## config.mk

```make
export PLATFORM = sky130hd
export DESIGN_NAME = axil_reg_master
export DESIGN_NICKNAME = d
export VERILOG_FILES = /design/src/rtl/axil_master_pkg.sv /design/src/rtl/axil_watchdog.sv /design/src/rtl/axil_reg_master.sv
export SDC_FILE = /design/constraint.sdc
export NUM_CORES = 1
export LEC_CHECK = 0
export CORE_MARGIN = 10
export CORE_UTILIZATION = 30
export CTS_CLUSTER_DIAMETER = 120
export CTS_CLUSTER_SIZE = 16
export DETAILED_ROUTE_END_ITERATION = 8
export GPL_TIMING_DRIVEN = 0
export PLACE_DENSITY = 0.63
export SETUP_SLACK_MARGIN = 0.5
export SLEW_MARGIN = 20
export SYNTH_ARGS = -nofsm -noshare
export SYNTH_HDL_FRONTEND = slang
export SYNTH_SLANG_ARGS = --single-unit
```

## constraint.sdc

```tcl
create_clock -name clk -period 4 [get_ports clk]
set_clock_uncertainty 0.05 [all_clocks]
set_input_delay 1.2 -clock clk [delete_from_list [all_inputs] [get_ports clk]]
set_output_delay 1.2 -clock clk [all_outputs]
set_load 0.02 [all_outputs]
```

## src/rtl/axil_master_pkg.sv

```systemverilog
// Shared types and constants for the AXI4-Lite register master.
package axil_master_pkg;

  typedef enum logic [2:0] {
    ST_IDLE,
    ST_WRITE,
    ST_WR_RESP,
    ST_RD_ADDR,
    ST_RD_DATA,
    ST_RESP
  } state_e;

  localparam logic [1:0] AXI_RESP_OKAY   = 2'b00;
  localparam logic [1:0] AXI_RESP_SLVERR = 2'b10;
  localparam logic [1:0] AXI_RESP_DECERR = 2'b11;

  function automatic int timeout_cnt_width(input int cycles);
    return (cycles < 2) ? 1 : $clog2(cycles);
  endfunction

endpackage

```

## src/rtl/axil_watchdog.sv

```systemverilog
// Saturating transaction watchdog: expires once the count reaches C_TIMEOUT_CYCLES-1.
module axil_watchdog
  import axil_master_pkg::*;
#(
  parameter int C_TIMEOUT_CYCLES = 1024
) (
  input  logic clk,
  input  logic reset,
  input  logic clear_i,
  input  logic enable_i,
  output logic expired_o
);

  localparam int            CW      = timeout_cnt_width(C_TIMEOUT_CYCLES);
  localparam logic [CW-1:0] CNT_MAX = CW'(C_TIMEOUT_CYCLES - 1);

  logic [CW-1:0] cnt_q, cnt_d;

  always_comb begin
    cnt_d = cnt_q;
    if (clear_i) begin
      cnt_d = '0;
    end else if (enable_i && (cnt_q != CNT_MAX)) begin
      cnt_d = cnt_q + 1'b1;
    end
  end

  always_ff @(posedge clk) begin
    if (reset) begin
      cnt_q <= '0;
    end else begin
      cnt_q <= cnt_d;
    end
  end

  assign expired_o = (cnt_q == CNT_MAX);

endmodule

```

## src/rtl/axil_reg_master.sv

```systemverilog
// AXI4-Lite initiator: one register command in, one AXI transaction out, one response back.
//   state      | meaning
//   ST_IDLE    | cmd_ready high, waiting for a command
//   ST_WRITE   | AWVALID/WVALID outstanding until both handshake
//   ST_WR_RESP | BREADY high, waiting for BVALID
//   ST_RD_ADDR | ARVALID outstanding
//   ST_RD_DATA | RREADY high, waiting for RVALID
//   ST_RESP    | rsp_valid high, fields held until rsp_ready
module axil_reg_master
  import axil_master_pkg::*;
#(
  parameter int          C_M_AXI_DATA_WIDTH = 32,
  parameter int          C_M_AXI_ADDR_WIDTH = 12,
  parameter logic [31:0] C_BASE_ADDRESS     = 32'h00000000,
  parameter int          C_TIMEOUT_CYCLES   = 1024
) (
  input  logic                              clk,
  input  logic                              reset,
  input  logic                              cmd_valid,
  output logic                              cmd_ready,
  input  logic                              cmd_write,
  input  logic [C_M_AXI_ADDR_WIDTH-1:0]     cmd_addr,
  input  logic [C_M_AXI_DATA_WIDTH-1:0]     cmd_wdata,
  input  logic [C_M_AXI_DATA_WIDTH/8-1:0]   cmd_wstrb,
  output logic                              rsp_valid,
  input  logic                              rsp_ready,
  output logic [C_M_AXI_DATA_WIDTH-1:0]     rsp_rdata,
  output logic [1:0]                        rsp_resp,
  output logic                              rsp_timeout,
  output logic                              busy,
  output logic [C_M_AXI_ADDR_WIDTH-1:0]     M_AXI_AWADDR,
  output logic                              M_AXI_AWVALID,
  input  logic                              M_AXI_AWREADY,
  output logic [C_M_AXI_DATA_WIDTH-1:0]     M_AXI_WDATA,
  output logic [C_M_AXI_DATA_WIDTH/8-1:0]   M_AXI_WSTRB,
  output logic                              M_AXI_WVALID,
  input  logic                              M_AXI_WREADY,
  input  logic [1:0]                        M_AXI_BRESP,
  input  logic                              M_AXI_BVALID,
  output logic                              M_AXI_BREADY,
  output logic [C_M_AXI_ADDR_WIDTH-1:0]     M_AXI_ARADDR,
  output logic                              M_AXI_ARVALID,
  input  logic                              M_AXI_ARREADY,
  input  logic [C_M_AXI_DATA_WIDTH-1:0]     M_AXI_RDATA,
  input  logic [1:0]                        M_AXI_RRESP,
  input  logic                              M_AXI_RVALID,
  output logic                              M_AXI_RREADY
);

  localparam int AW = C_M_AXI_ADDR_WIDTH;
  localparam int DW = C_M_AXI_DATA_WIDTH;
  localparam int SW = C_M_AXI_DATA_WIDTH / 8;
  localparam logic [AW-1:0] BASE_LO = C_BASE_ADDRESS[AW-1:0];

  state_e          state_q, state_d;
  logic            cmd_ready_q, cmd_ready_d;
  logic            busy_q, busy_d;
  logic [AW-1:0]   awaddr_q, awaddr_d;
  logic            awvalid_q, awvalid_d;
  logic [DW-1:0]   wdata_q, wdata_d;
  logic [SW-1:0]   wstrb_q, wstrb_d;
  logic            wvalid_q, wvalid_d;
  logic            bready_q, bready_d;
  logic [AW-1:0]   araddr_q, araddr_d;
  logic            arvalid_q, arvalid_d;
  logic            rready_q, rready_d;
  logic            aw_done_q, aw_done_d;
  logic            w_done_q, w_done_d;
  logic            rsp_valid_q, rsp_valid_d;
  logic [DW-1:0]   rsp_rdata_q, rsp_rdata_d;
  logic [1:0]      rsp_resp_q, rsp_resp_d;
  logic            rsp_timeout_q, rsp_timeout_d;

  logic accept, active, expired, abort;

  assign accept = (state_q == ST_IDLE) && cmd_valid && cmd_ready_q;
  assign active = (state_q == ST_WRITE) || (state_q == ST_WR_RESP) ||
                  (state_q == ST_RD_ADDR) || (state_q == ST_RD_DATA);

  axil_watchdog #(
    .C_TIMEOUT_CYCLES(C_TIMEOUT_CYCLES)
  ) u_watchdog (
    .clk       (clk),
    .reset     (reset),
    .clear_i   (accept),
    .enable_i  (active),
    .expired_o (expired)
  );

  always_comb begin
    state_d       = state_q;
    awaddr_d      = awaddr_q;
    awvalid_d     = awvalid_q;
    wdata_d       = wdata_q;
    wstrb_d       = wstrb_q;
    wvalid_d      = wvalid_q;
    bready_d      = bready_q;
    araddr_d      = araddr_q;
    arvalid_d     = arvalid_q;
    rready_d      = rready_q;
    aw_done_d     = aw_done_q;
    w_done_d      = w_done_q;
    rsp_valid_d   = rsp_valid_q;
    rsp_rdata_d   = rsp_rdata_q;
    rsp_resp_d    = rsp_resp_q;
    rsp_timeout_d = rsp_timeout_q;
    abort         = 1'b0;

    unique case (state_q)
      ST_IDLE: begin
        if (accept) begin
          if (cmd_write) begin
            state_d   = ST_WRITE;
            awaddr_d  = cmd_addr ^ BASE_LO;
            wdata_d   = cmd_wdata;
            wstrb_d   = cmd_wstrb;
            awvalid_d = 1'b1;
            wvalid_d  = 1'b1;
            aw_done_d = 1'b0;
            w_done_d  = 1'b0;
          end else begin
            state_d   = ST_RD_ADDR;
            araddr_d  = cmd_addr ^ BASE_LO;
            arvalid_d = 1'b1;
          end
        end
      end
      ST_WRITE: begin
        aw_done_d = aw_done_q | (awvalid_q & M_AXI_AWREADY);
        w_done_d  = w_done_q  | (wvalid_q  & M_AXI_WREADY);
        awvalid_d = awvalid_q & ~M_AXI_AWREADY;
        wvalid_d  = wvalid_q  & ~M_AXI_WREADY;
        if (aw_done_d && w_done_d) begin
          state_d  = ST_WR_RESP;
          bready_d = 1'b1;
        end else if (expired) begin
          abort = 1'b1;
        end
      end
      ST_WR_RESP: begin
        if (bready_q && M_AXI_BVALID) begin
          state_d       = ST_RESP;
          bready_d      = 1'b0;
          rsp_valid_d   = 1'b1;
          rsp_rdata_d   = '0;
          rsp_resp_d    = M_AXI_BRESP;
          rsp_timeout_d = 1'b0;
        end else if (expired) begin
          abort = 1'b1;
        end
      end
      ST_RD_ADDR: begin
        if (arvalid_q && M_AXI_ARREADY) begin
          state_d   = ST_RD_DATA;
          arvalid_d = 1'b0;
          rready_d  = 1'b1;
        end else if (expired) begin
          abort = 1'b1;
        end
      end
      ST_RD_DATA: begin
        if (rready_q && M_AXI_RVALID) begin
          state_d       = ST_RESP;
          rready_d      = 1'b0;
          rsp_valid_d   = 1'b1;
          rsp_rdata_d   = M_AXI_RDATA;
          rsp_resp_d    = M_AXI_RRESP;
          rsp_timeout_d = 1'b0;
        end else if (expired) begin
          abort = 1'b1;
        end
      end
      ST_RESP: begin
        if (rsp_ready) begin
          state_d     = ST_IDLE;
          rsp_valid_d = 1'b0;
        end
      end
      default: state_d = ST_IDLE;
    endcase

    // A hung slave: drop every AXI valid/ready together and report SLVERR.
    if (abort) begin
      state_d       = ST_RESP;
      awvalid_d     = 1'b0;
      wvalid_d      = 1'b0;
      bready_d      = 1'b0;
      arvalid_d     = 1'b0;
      rready_d      = 1'b0;
      rsp_valid_d   = 1'b1;
      rsp_rdata_d   = '0;
      rsp_resp_d    = AXI_RESP_SLVERR;
      rsp_timeout_d = 1'b1;
    end

    cmd_ready_d = (state_d == ST_IDLE);
    busy_d      = (state_d != ST_IDLE);
  end

  always_ff @(posedge clk) begin
    if (reset) begin
      state_q       <= ST_IDLE;
      cmd_ready_q   <= 1'b0;
      busy_q        <= 1'b0;
      awaddr_q      <= '0;
      awvalid_q     <= 1'b0;
      wdata_q       <= '0;
      wstrb_q       <= '0;
      wvalid_q      <= 1'b0;
      bready_q      <= 1'b0;
      araddr_q      <= '0;
      arvalid_q     <= 1'b0;
      rready_q      <= 1'b0;
      aw_done_q     <= 1'b0;
      w_done_q      <= 1'b0;
      rsp_valid_q   <= 1'b0;
      rsp_rdata_q   <= '0;
      rsp_resp_q    <= AXI_RESP_OKAY;
      rsp_timeout_q <= 1'b0;
    end else begin
      state_q       <= state_d;
      cmd_ready_q   <= cmd_ready_d;
      busy_q        <= busy_d;
      awaddr_q      <= awaddr_d;
      awvalid_q     <= awvalid_d;
      wdata_q       <= wdata_d;
      wstrb_q       <= wstrb_d;
      wvalid_q      <= wvalid_d;
      bready_q      <= bready_d;
      araddr_q      <= araddr_d;
      arvalid_q     <= arvalid_d;
      rready_q      <= rready_d;
      aw_done_q     <= aw_done_d;
      w_done_q      <= w_done_d;
      rsp_valid_q   <= rsp_valid_d;
      rsp_rdata_q   <= rsp_rdata_d;
      rsp_resp_q    <= rsp_resp_d;
      rsp_timeout_q <= rsp_timeout_d;
    end
  end

  assign cmd_ready     = cmd_ready_q;
  assign busy          = busy_q;
  assign M_AXI_AWADDR  = awaddr_q;
  assign M_AXI_AWVALID = awvalid_q;
  assign M_AXI_WDATA   = wdata_q;
  assign M_AXI_WSTRB   = wstrb_q;
  assign M_AXI_WVALID  = wvalid_q;
  assign M_AXI_BREADY  = bready_q;
  assign M_AXI_ARADDR  = araddr_q;
  assign M_AXI_ARVALID = arvalid_q;
  assign M_AXI_RREADY  = rready_q;
  assign rsp_valid     = rsp_valid_q;
  assign rsp_rdata     = rsp_rdata_q;
  assign rsp_resp      = rsp_resp_q;
  assign rsp_timeout   = rsp_timeout_q;

endmodule

```

Yosys cells after proc, flatten, opt, wreduce, memory -nomap -nowiden --
Cells that the tools add are included.
Storage, ports and cells: output and inout port bits 103, logic and storage cells 125, bits of input ports 94, register bits after elaboration 118
Operators by class: multiplexer cells 47, eq/ne operators 17, bitwise gates (word level) 9, reductions and logical operators 31, add/sub/neg operators 1
Operators by type and width (number):
- two-way mux 32 bit | 2
- one-hot mux 32 bit (2 select lines) | 1
- two-way mux 1 bit | 21
- two-way mux 3 bit | 7
- AND reduction 3 bit | 7
- one-hot mux 3 bit (6 select lines) | 1
- one-hot mux 1 bit (2 select lines) | 8
- adder 10 x 1 -> 10 bit, second input constant | 1
- == test 10 bit, second input constant | 1
- != test 10 bit, second input constant | 1
- nonzero test 2 bit | 5
- two-way mux 2 bit | 4
- != test 2 x 1 -> 1 bit, second input constant | 4
- AND reduction 4 bit | 2
- logical AND 1 bit | 7
- == test 3 x 2 -> 1 bit, second input constant | 2
- == test 3 bit, second input constant | 2
- logical NOT 3 bit | 2
- != test 2 bit, second input constant | 3
- != test 3 x 2 -> 1 bit, second input constant | 2
- nonzero test 3 bit | 2
- bitwise AND 1 bit | 4
- one-hot mux 1 bit (4 select lines) | 1
- one-hot mux 2 bit (2 select lines) | 1
- other kinds (8) | 14

Depth between registers and ports, before layout --
depth after elaboration 7, mapped depth 8, depth with buffers taken out 6

Hierarchy --
Synthesis repeated with hierarchy kept, for this count alone.
Second synthesis, totals: cells, all modules 565, area, all modules 4580.6 um2
Modules (own cells, without submodules):
- axil_reg_master | times used 1, cells each 505, area an instance 4082.7 um2, seq. area each 2162.1 um2
- axil_watchdog | times used 1, cells each 60, area an instance 498.0 um2, seq. area each 200.2 um2

Least setup slack after synthesis --
OpenSTA, ideal clock, no wires.
kind input to register, start in M_AXI_AWREADY, end reg rsp_rdata_q[17] (netlist: rsp_rdata[17]), library setup time 0.066 ns, arrival time 2.136 ns, slack 1.748 ns, required time 3.884 ns, buffers on the path 2, stages on the path 7, cells stage by stage a21oi_1 > o21ai_0 > nand3b_1 > a21o_1 > buf_6 > buf_6 > a21oi_2
Between the ends: longest elaborated chain between the ends 6
Ends and longest elaborated chain:
- from (decl) | RTL line axil_reg_master.sv:33 | input logic M_AXI_AWREADY,
- bitwise AND 1 bit | RTL line axil_reg_master.sv:129 | aw_done_d = aw_done_q | (awvalid_q & M_AXI_AWREADY);
- OR 1 bit | RTL line axil_reg_master.sv:129
- logical AND 1 bit | RTL line axil_reg_master.sv:133 | if (aw_done_d && w_done_d) begin
- two-way mux 1 bit | RTL line axil_reg_master.sv:133
- one-hot mux 1 bit (4 select lines) | RTL line axil_reg_master.sv:109 | unique case (state_q)
- OR reduction 2 bit (no line)
- to (signal assigned) | RTL line axil_reg_master.sv:236 | rsp_rdata_q <= rsp_rdata_d;
- to (decl) | RTL line axil_reg_master.sv:70 | logic [DW-1:0] rsp_rdata_q, rsp_rdata_d;
Every way passes these cells. A chain may end at the register's enable or synchronous reset.

Final worst setup path --
start reg bready_q (netlist: M_AXI_BREADY), end out M_AXI_BREADY
RTL lines:
- from (decl) | RTL line axil_reg_master.sv:63 | logic bready_q, bready_d;
- from (signal assigned) | RTL line axil_reg_master.sv:229 | bready_q <= bready_d;
- to (decl) | RTL line axil_reg_master.sv:40 | output logic M_AXI_BREADY,
No word-level cell between the ends.

==> out/results.txt <==
The worst register-to-register path has a depth of 7. For this run, the number of Yosys warnings is 0. Counting flops with a built-in enable in the synthesized netlist gives 0.

Fraction of synthesized cell area taken by the top area cell type: 51.9%. During placement, the flow inserted port buffers numbering 195. The number of antenna diodes in the final layout is 0. The number of buffers inserted by hold repair at cts is 0. Yosys instantiated no cell more often than nand2_1. The tools report the area of the mapped netlist as 4550 um^2. The worst register-to-register path begins at state_q[1]. The post-layout net count is 869. The critical path in this run is classified as reg2out. For the total setup violations reported at the end of the flow, the log shows 0. Setup repair after global routing left no endpoint under its margin. For this design the top-level I/O count stands at 197.

The worst setup path is launched from a flip-flop. The largest net degree at the start of global routing came out at 17. HPWL after detailed placement: 12.2 mm. Cells fill 49.4% of the core in the end.

The number of nets in the synthesized netlist is 655. The detail route stage leaves a number of antenna-violating nets equal to 0. The die is 143 um tall.

The tool flagged a number of max-cap violations equal to 0. In the synthesized netlist the dominant register cell turns out to be dfxtp_1. After global routing the overflow that remains totals 0. The worst hold path cell count was 2.

Final sum of negative setup slack: 0 ns. The initial DRC count is 163. The largest vdd supply drop was 283 uV. Once the clock tree was built, the setup fixing pass inserted 0 buffers. The remaining design rule violation count is 0, and the critical path required time is 2.75 ns.

In this run the core area contains 44 standard-cell rows. For the hold violation total from the final report, the log shows 0. The cell type of the slowest stage on the worst timing path is clkdlybuf4s50_1.

The time the final worst path needs with I/O delays and setup is 2.72 ns. The synthesized design spends more area on one cell type than any other, namely dfxtp_1. The number of global-route vias before repair was 4660; the standard cell core area was 14700 um^2. The clock tree synthesis step divided the H-tree into 4 levels. End point of the most critical hold path: M_AXI_ARADDR[1].

Buffers plus inverters on the worst setup path: 1. The transition at the pin with the smallest max-transition slack is 0.780 ns. In this run the critical register-to-register path is captured at rsp_rdata[25].

Cells with a size suffix above 1 make up 8.40% of the layout. Routability-driven placement finished with a final weighted congestion of 0.825. The logs give 0 for the initial antenna violation count and 560 for the cell count after synthesis. Averaged over all synthesized cells, the footprint is 8.13 um^2. STA classifies the critical path endpoint as an output pin. On the worst path, the slowest cell contributes a delay of 0.66 ns. For flop-to-flop paths, the worst setup slack is 1.86 ns.

In the post-synthesis netlist, the biggest area contributors are dfxtp_1 52%, nand2_1 14%, a21oi_1 11%, nand3_1 4.3%, a21oi_2 2.1%. CTS root buffer: clkbuf_16. The logs give 17 for the clock buffer count from CTS and 1.47 ns for the data arrival time at the worst-slack endpoint.

The kind of cell with the highest combined delay on the critical path was buffers and inverters. Compared with the post-synthesis result, the final layout area differs by 59.5%. The pre-antenna-repair detailed-routing pass consisted of 4 iterations.

The peak clock frequency supported by timing is 0.367 GHz, and the final routed wirelength across all metal layers is 15.9 mm. In this run the most critical hold path is launched from M_AXI_ARADDR[1]. Counting flops and latches in the post-synthesis netlist gives 118. The number of gates given a new drive strength after cts was 0; the number of sinks on the clock net was 118.

The maximum clock path buffer count is 2, and the post-route fraction of the period consumed by the critical path is 68.1%. The critical path goes through clkdlybuf4s50_1. The critical-path maximum fanout was 5; the leakage power of the design was 2.45 nW. Initial cell density of the core: 31.0%. In this run the power density over the cells is 405 nW/um^2. The netlist uses 45 different library cells. The tightest hold path in the finished design has a slack of 0.403 ns. The clock latency on the worst-skew pair was 0.41 ns. The run gives 0 as the number of pins exceeding their max-slew limit in the final report. Ranked by instance count, the synthesized netlist is headed by 168 x nand2_1, 118 x dfxtp_1, 98 x a21oi_1.

The run gives 4635 as the detailed-route via count. The path class of the tightest hold or removal check is reg2reg. In the final routed layout, each cell accounts on average for 16.4 um. TritonCTS built the clock tree. The first global-routing pass estimated 24.5 mm of wire. The tools report the worst max-slew margin expressed relative to the limit as 47.6%. The tools report the proportion of synthesized chip area in sequential cells as 51.9%. For this run, the total global-route usage over all layers was measured as 15.0%. After clock tree synthesis, the clock-pin slew on the worst setup and hold paths is 0.05 ns. The die is 143 um wide. The flow ran to the end, and the final reports show no timing, DRC or antenna violations. For this run, asynchronously set or reset flops after synthesis account for 0%. Dividing the detail-routed via count by the number of cells gives 4.78. The run gives 20500 um^2 as the die outline area.
==> report_power, final <==
| part | leakage [nW] | switching [mW] | internal [mW] |
|---|---|---|---|
| logic | 1.23 | 0.178 | 0.181 |
| clock network | 0.261 | 0.519 | 0.829 |
| registers | 0.954 | 0.0213 | 1.21 |
| total | 2.45 | 0.718 | 2.22 |
==> registers in the layout (all words and copies together), names as in the netlist, 2 cells and up <==
name / count
M_AXI_WDATA: 32
rsp_rdata: 32
M_AXI_ARADDR: 12
M_AXI_AWADDR: 12
u_watchdog.cnt_q: 10
M_AXI_WSTRB: 4
state_q: 3
rsp_resp: 2
==> cell usage in the layout (no fill, tap or decap), types with 3 or more instances in the layout <==
cell type / n
a21oi_1: 98
a21oi_2: 11
a31oi_1: 4
buf_2: 10
buf_4: 6
clkbuf_1: 23
clkbuf_16: 17
clkbuf_8: 3
clkdlybuf4s50_1: 195
clkinv_2: 6
dfxtp_1: 118
inv_1: 4
nand2_1: 168
nand3_1: 39
nor2_1: 14
nor3_1: 7
nor3b_1: 4
nor4_1: 3
o21ai_0: 8
or3_1: 3
xnor2_1: 8
==> logic make-up after synthesis <==
family | share of synthesized area (%)
muxes | 0.220
xor gates and xnor gates | 1.54
AOI/OAI and AO/OA | 16.5
and+or+nand+nor | 25.0
buffers and inverters | 4.64
adders and majority gates | 0.275
DFF | 51.9
==> worst max-delay path by stage <==
stage / from / endpoint / cells after the start
floorplan: M_AXI_AWREADY / rsp_rdata[17] / 7
global placement: cmd_valid / M_AXI_AWADDR[5] / 7
detailed placement: cmd_valid / M_AXI_AWADDR[4] / 7
CTS: M_AXI_BREADY / M_AXI_BREADY / 1
global route: M_AXI_BREADY / M_AXI_BREADY / 1
finish: M_AXI_BREADY / M_AXI_BREADY / 1
==> final cells by class <==
class | instances | area, um^2
repair buffers | 195 | 1950
plain buffers | 39 | 196
clock inverters | 9 | 53.8
well taps | 184 | 230
multi-input cells | 399 | 1980
inverters | 4 | 15.0
flip-flops and latches | 118 | 2360
clock buffers | 22 | 474
fillers | 1378 | 7440
==> per-layer routing <==
layer  wire, um  track usage [%]  vias up  share of wire (%)
li1           -                -     2324                  -
met1       6610             17.2     2146                 41
met2       7400             23.9      151                 46
met3       1720             7.83       14                 11
met4        190             4.40        0                1.2
met5          0                0        -                  0
==> stage by stage <==
step	total power [mW]	std cells	worst slack [ns]	area [um^2]
after global routing	3.07	970	1.21	7260
after detailed placement	1.62	939	0.933	6740
final	2.94	970	1.28	7260
after global placement	1.61	939	0.953	6740
after floorplan	1.42	560	1.75	4550
after CTS	2.98	970	1.24	7260
Note: power is estimated with default switching activity, not from simulation.
